$ cat config.mk
export PLATFORM = sky130hd
export DESIGN_NAME = vga_timing_gen
export DESIGN_NICKNAME = d
export VERILOG_FILES = /design/src/rtl/vga_timing_gen.sv
export SDC_FILE = /design/constraint.sdc
export NUM_CORES = 1
export LEC_CHECK = 0
export BUFFER_PORTS_ARGS = -buffer_cell sky130_fd_sc_hd__clkbuf_2
export CAP_MARGIN = 20
export CORE_AREA = 2 2 63 65
export CTS_CLUSTER_SIZE = 25
export DETAILED_ROUTE_END_ITERATION = 16
export DIE_AREA = 0 0 65 67
export GPL_ROUTABILITY_DRIVEN = 0
export PLACE_DENSITY = 0.77
export SYNTH_ARGS = -nofsm -noshare
export SYNTH_HDL_FRONTEND = slang
export SYNTH_SLANG_ARGS = --single-unit
$ cat constraint.sdc
create_clock -name clk -period 4.8 [get_ports clk]
set_clock_uncertainty 0.2 [all_clocks]
set_input_delay 0.48 -clock clk [delete_from_list [all_inputs] [get_ports clk]]
set_output_delay 0.48 -clock clk [all_outputs]
set_load 0.1 [all_outputs]
$ cat src/rtl/vga_timing_gen.sv
// VGA raster timing: pixel-rate divider, x/y counters, registered syncs, video_on and line/frame strobes.
// All outputs change one clk after the divider reaches its last count; free-running, no backpressure.
module vga_timing_gen #(
   parameter int unsigned CLK_DIV   = 4,
   parameter int unsigned H_DISPLAY = 640,
   parameter int unsigned H_FRONT   = 16,
   parameter int unsigned H_SYNC    = 96,
   parameter int unsigned H_BACK    = 48,
   parameter int unsigned V_DISPLAY = 480,
   parameter int unsigned V_FRONT   = 10,
   parameter int unsigned V_SYNC    = 2,
   parameter int unsigned V_BACK    = 33,
   parameter logic        SYNC_POL  = 1'b0
) (
   input  logic       clk,
   input  logic       rst_n,
   output logic       pixel_tick,
   output logic [9:0] x,
   output logic [9:0] y,
   output logic       video_on,
   output logic       hsync,
   output logic       vsync,
   output logic       line_start,
   output logic       frame_start
);

   // CLK_DIV=1 still needs a one-bit divider register that simply stays at zero.
   localparam int unsigned      DIV_W    = (CLK_DIV > 1) ? $clog2(CLK_DIV) : 1;
   localparam logic [DIV_W-1:0] DIV_LAST = DIV_W'(CLK_DIV - 1);

   localparam logic [9:0] H_VIS  = 10'(H_DISPLAY);
   localparam logic [9:0] HS_BEG = 10'(H_DISPLAY + H_FRONT);
   localparam logic [9:0] HS_END = 10'(H_DISPLAY + H_FRONT + H_SYNC);
   localparam logic [9:0] H_LAST = 10'(H_DISPLAY + H_FRONT + H_SYNC + H_BACK - 1);
   localparam logic [9:0] V_VIS  = 10'(V_DISPLAY);
   localparam logic [9:0] VS_BEG = 10'(V_DISPLAY + V_FRONT);
   localparam logic [9:0] VS_END = 10'(V_DISPLAY + V_FRONT + V_SYNC);
   localparam logic [9:0] V_LAST = 10'(V_DISPLAY + V_FRONT + V_SYNC + V_BACK - 1);

   logic [DIV_W-1:0] div_q, div_d;
   logic [9:0]       x_q, x_d, y_q, y_d;
   logic             pixel_tick_q, pixel_tick_d;
   logic             video_on_q, video_on_d;
   logic             hsync_q, hsync_d, vsync_q, vsync_d;
   logic             line_start_q, line_start_d, frame_start_q, frame_start_d;
   logic             tick, x_wrap, y_wrap;

   always_comb begin
      tick          = (div_q == DIV_LAST);
      x_wrap        = (x_q == H_LAST);
      y_wrap        = (y_q == V_LAST);
      div_d         = tick ? '0 : div_q + DIV_W'(1);
      x_d           = x_q;
      y_d           = y_q;
      video_on_d    = video_on_q;
      hsync_d       = hsync_q;
      vsync_d       = vsync_q;
      pixel_tick_d  = tick;
      line_start_d  = tick & x_wrap;
      frame_start_d = tick & x_wrap & y_wrap;
      if (tick) begin
         x_d = x_wrap ? 10'd0 : x_q + 10'd1;
         if (x_wrap) begin
            y_d = y_wrap ? 10'd0 : y_q + 10'd1;
         end
         // Decode from the next counter values so syncs/video_on align with x/y.
         video_on_d = (x_d < H_VIS) && (y_d < V_VIS);
         hsync_d    = ((x_d >= HS_BEG) && (x_d < HS_END)) ? SYNC_POL : ~SYNC_POL;
         vsync_d    = ((y_d >= VS_BEG) && (y_d < VS_END)) ? SYNC_POL : ~SYNC_POL;
      end
   end

   always_ff @(posedge clk or negedge rst_n) begin
      if (!rst_n) begin
         div_q         <= '0;
         x_q           <= 10'd0;
         y_q           <= 10'd0;
         pixel_tick_q  <= 1'b0;
         video_on_q    <= 1'b1;
         hsync_q       <= ~SYNC_POL;
         vsync_q       <= ~SYNC_POL;
         line_start_q  <= 1'b0;
         frame_start_q <= 1'b0;
      end else begin
         div_q         <= div_d;
         x_q           <= x_d;
         y_q           <= y_d;
         pixel_tick_q  <= pixel_tick_d;
         video_on_q    <= video_on_d;
         hsync_q       <= hsync_d;
         vsync_q       <= vsync_d;
         line_start_q  <= line_start_d;
         frame_start_q <= frame_start_d;
      end
   end

   assign pixel_tick  = pixel_tick_q;
   assign x           = x_q;
   assign y           = y_q;
   assign video_on    = video_on_q;
   assign hsync       = hsync_q;
   assign vsync       = vsync_q;
   assign line_start  = line_start_q;
   assign frame_start = frame_start_q;

endmodule

After elaboration in Yosys (flattened, before gate mapping)
Index checks and enable logic that the tools add are counted.
{ "totals": {"ff_bits": 28, "input_bits": 2, "out_inout_bits": 26, "word_cells": 33} }
{ "op_classes": {"n_addsub": 3, "magnitude_cmp": 6, "eq_ne": 3, "n_mux": 7, "n_bitwise": 2, "reduce_logical": 3} }
{ "op_table": {"columns": ["cell", "count"], "rows": [
  ["10-bit two-way mux", 4],
  ["10-bit by 1-bit adder with 10-bit output, second input constant", 2],
  ["10-bit == test, second input constant", 2],
  ["10-bit less-than comparator, second input constant", 2],
  ["10-bit by 9-bit less-than comparator with 1-bit output, second input constant", 2],
  ["10-bit >= comparator, second input constant", 1],
  ["10-bit by 9-bit >= comparator with 1-bit output, second input constant", 1],
  ["1-bit logical AND", 3],
  ["2-bit by 1-bit adder with 2-bit output, second input constant", 1],
  ["1-bit bitwise AND", 2],
  ["2-bit == test, second input constant", 1],
  ["1-bit two-way mux", 2],
  ["2-bit two-way mux", 1]
]} }

Logic depth before layout (Yosys ltp)
{ "depth": {"ltp_word": 7, "depth_mapped": 8, "depth_no_buf": 7} }

Least setup slack after synthesis
No wires, ideal clock.
{ "synth_path": {"path_type": "register to register", "start": "reg x_q[0], in the netlist x[0]", "end": "reg vsync_q, in the netlist vsync", "arrival_time_ns": 2.829, "path_slack_ns": 1.677, "path_stages_with_launch": 8, "path_buffers": 1, "synth_period_minus_slack_ns": 3.123, "path_cell_list": "dfrtp_1 > ha_1 > nand4_4 > or3_1 > buf_2 > or3_1 > a2111oi_2 > a31oi_1"} }
{ "synth_via": {"elab_chain_cells": 6} }
{ "synth_rtl": {"columns": ["element", "line", "source"], "rows": [
  ["start: declaration", "41", "logic [9:0] x_q, x_d, y_q, y_d;"],
  ["start signal: assignment", "76", "x_q <= 10'd0;"],
  ["start signal: assignment", "86", "x_q <= x_d;"],
  ["10-bit == test (*)", "50", "x_wrap = (x_q == H_LAST);"],
  ["10-bit two-way mux (*)", "63", "if (x_wrap) begin"],
  ["10-bit two-way mux (*)", "61", "if (tick) begin"],
  ["10-bit by 9-bit >= comparator with 1-bit output or 10-bit by 9-bit less-than comparator with 1-bit output (tied branches)", "69", "vsync_d = ((y_d >= VS_BEG) && (y_d < VS_END)) ? SYNC_POL : ~SYNC_POL;"],
  ["1-bit logical AND (*)", "69", null],
  ["1-bit two-way mux (*)", "69", null],
  ["end signal: assignment", "81", "vsync_q <= ~SYNC_POL;"],
  ["end signal: assignment", "91", "vsync_q <= vsync_d;"],
  ["end: declaration", "44", "logic hsync_q, hsync_d, vsync_q, vsync_d;"]
]} }
Mark *: on every way between the ends. The rest lies on a longest branch, timed or not. The select of a mux whose other input is x is not followed.
A chain may end at the register's enable or synchronous reset.

Worst setup path in the final report
{ "layout_path": {"start": "reg div_q[0]", "end": "reg y_q[3], in the netlist y[3]"} }
{ "layout_via": {"elab_chain_cells": 1} }
{ "layout_rtl": {"columns": ["element", "line", "source"], "rows": [
  ["start: declaration", "40", "logic [DIV_W-1:0] div_q, div_d;"],
  ["start signal: assignment", "85", "div_q <= div_d;"],
  ["2-bit == test", "49", "tick = (div_q == DIV_LAST);"],
  ["net pixel_tick_d", "42", "logic pixel_tick_q, pixel_tick_d;"],
  ["end signal: assignment", "87", "y_q <= y_d;"],
  ["end: declaration", "41", null]
]} }
The timed path passes the listed nets, and every way through them passes these cells.

==> metrics.cfg <==
[finish]
multi_input_area_um2=833
diodes=0
nNetsFinal=196
drive_gt1_frac=0.222
syn_to_final_growth_pct=13.7
seq_area_um2=704
fill_cells=331

[timing]
finalSetupTns_ns=0
rsz0062_at_grt=false
hold_viol=0
period_share=0.564
tightest_slew_ns=0.688
min_period_ns=2.71
clock.fmax_ghz=0.369
drv_slew=0
finalSetupViolCount=0
fin_ws_ns=2.09
maxSlewHeadroom=0.541

[worst_setup_path]
path_cells=ha_1, inv_1, or4_1, inv_1, nand2_1, o31ai_1
cpMaxStageDelayCell=or4_1
critPathTopFamily=simple AND/OR/NAND/NOR gates
worstPathArrival_ns=2.69
critical_path_class=flip-flop to flip-flop
regToRegSetupSlack_ns=2.09
critPathBufInv=2
cp_common_cell=inv_1
slowest_delay_ns=0.73
cp-end-kind=flip-flop
cp_max_fo=18
cp-start-kind=flip-flop
required_ns=4.78

[drt]
drt-vias-per-instance=5.66
post_drt_wl_per_cell_um=14.3
ant_nets=0
dr.pass1.iters=4
dr_total_vias=1341
route.detailed.drc=0
drt_iter0_drc=96
drt_wl_total_um=3380

[pwr]
ir_drop_v=0.0000888
power.leakage_nw=0.805
p_per_area_nw_per_um2=235

[logic_synthesis]
synthCells=167
ys_types=48
ys_warn_count=0
synth_edf_count=0
syn-num-nets=173
ys_seq_elements=28
async_flop_share=1.00
syn-cell-area_um2=1600
ys_seq_area_frac=0.439
synthFlopType=dfrtp_1
syn_area_per_cell_um2=9.61

[place]
io_buffers=27
dpl.hpwl_um=2410
post-place-ws_ns=2.14

[clocking]
cts-root-buf=clkbuf_8
clk_path_buf_depth=2
postCtsHoldBufs=0
clock-sinks=28
htreeDepth=1
clock_latency_ns=0.28
clk_pin_slew_ns=0.10
post-cts-setup-buffers=0
cts_buffers=3
ctsResizeCount=0
cts_tree=built

[global_routing]
grt_first_pass_wirelength_um=5690
grt_max_degree=29
grt_overflow=0
grt_pass1_vias=1223
grt_util_all_layers=0.172
antenna_found_initial=0

[die]
die_w_um=65
die_h_um=67
start_util=0.445
core_area_um2=3610
ios=28
die_area_um2=4360
rows=22

[run]
cap_viol_max_count=0

[hold_path]
hp-class=input port to asynchronous set/reset pin

[run_status]
status=finished clean

kinds of logic (layout without fill, tap and decap cells):
kind of cell,Yosys count,count (layout),share of synthesized area
adders and majority gates,5,5,0.0374
xor gates and xnor gates,10,10,0.0546
and+or+nand+nor,68,68,0.236
DFF,28,28,0.439
buffers and inverters,14,36,0.0413
AOI/OAI and AO/OA,36,36,0.151
muxes,6,6,0.0398
final timing paths:
check | cells after the start | end | startpoint
setup / recovery | 6 | y[3] | div_q[0]
hold / removal | 1 | y[8] | rst_n
setup reg to reg | 6 | y[3] | div_q[0]
hold reg to reg | 1 | div_q[0] | div_q[0]
max in group asynchronous | 1 | y[4] | rst_n
min in group clk | 1 | div_q[0] | div_q[0]
state kept, by name, indices dropped and copies added (netlist names):
| signal | flops |
|---|---|
| frame_start | 1 |
| video_on | 1 |
| x | 10 |
| pixel_tick | 1 |
| hsync | 1 |
| line_start | 1 |
| vsync | 1 |
| y | 10 |
| div_q | 2 |
layout make-up:
cell class,instances,share of cell area
inverter,5,0.0103
multi-input combinational,125,0.457
clock buffer,3,0.0226
sequential,28,0.386
clock inverter,1,0.0165
timing repair buffer,27,0.0741
tap,48,0.0329
stage by stage:
| step | std cells | instance area (um2) | util | hold slack [ns] | power (mW) |
|---|---|---|---|---|---|
| 2_1_floorplan | 167 | 1600 | - | -0.0156 | 0.240 |
| 3_3_place_gp | 233 | 1750 | 0.486 | 0.212 | 0.245 |
| 3_5_place_dp | 233 | 1750 | 0.486 | 0.253 | 0.245 |
| 4_1_cts | 237 | 1820 | 0.506 | 0.0448 | 0.434 |
| 5_1_grt | 237 | 1820 | 0.506 | 0.0743 | 0.446 |
| 6_report | 237 | 1820 | 0.506 | 0.0223 | 0.428 |
layout by cell type, fill, tap and decap left out, drive strengths merged, types with 3 or more instances in the layout:
| master | count |
|---|---|
| a21oi | 6 |
| mux2i | 3 |
| xor2 | 4 |
| mux2 | 3 |
| inv | 5 |
| clkbuf | 30 |
| nand3 | 9 |
| or3 | 4 |
| dfrtp | 25 |
| nand4 | 6 |
| nor2 | 13 |
| nor3 | 4 |
| o31ai | 3 |
| nor4 | 4 |
| nand2 | 12 |
| nand2b | 4 |
| a31oi | 3 |
| ha | 4 |
| dfstp | 3 |
| xnor2 | 6 |
| o21ai | 11 |
synth_stat cells (all sizes together), types with 4 or more instances:
| cell | n | share of area |
|---|---|---|
| nand2b | 4 | 0.016 |
| clkbuf | 6 | 0.015 |
| nor4 | 4 | 0.016 |
| inv | 5 | 0.012 |
| nor3 | 4 | 0.012 |
| xor2 | 4 | 0.022 |
| nand3 | 9 | 0.028 |
| nand2 | 12 | 0.028 |
| or3 | 4 | 0.016 |
| xnor2 | 6 | 0.033 |
| nand4 | 6 | 0.033 |
| ha | 4 | 0.031 |
| dfrtp | 25 | 0.39 |
| o21ai | 11 | 0.034 |
| a21oi | 6 | 0.019 |
| nor2 | 13 | 0.030 |
where the power goes:
group	switching [mW]	internal [mW]	total, mW
registers	0	0.236	0.236
clock network	0.0753	0.112	0.187
logic	0.00435	0.000276	0.00463
total	0.0796	0.348	0.428
layer usage:
metal / part of all wire / global-route usage / vias to the layer above
met4: 0.021 / 0.0957 / 0
met2: 0.46 / 0.263 / 40
met3: 0.040 / 0.0186 / 5
li1: - / - / 658
met1: 0.48 / 0.236 / 638
met5: 0 / 0 / -
worst register-to-register path, stage by stage, from the launching register on:
cell and delay (ns):
dfrtp_1 0.37, ha_1 0.53, inv_1 0.23, or4_1 0.73, inv_1 0.19, nand2_1 0.10, o31ai_1 0.27
No activity file was read; power rests on OpenSTA's default activity.
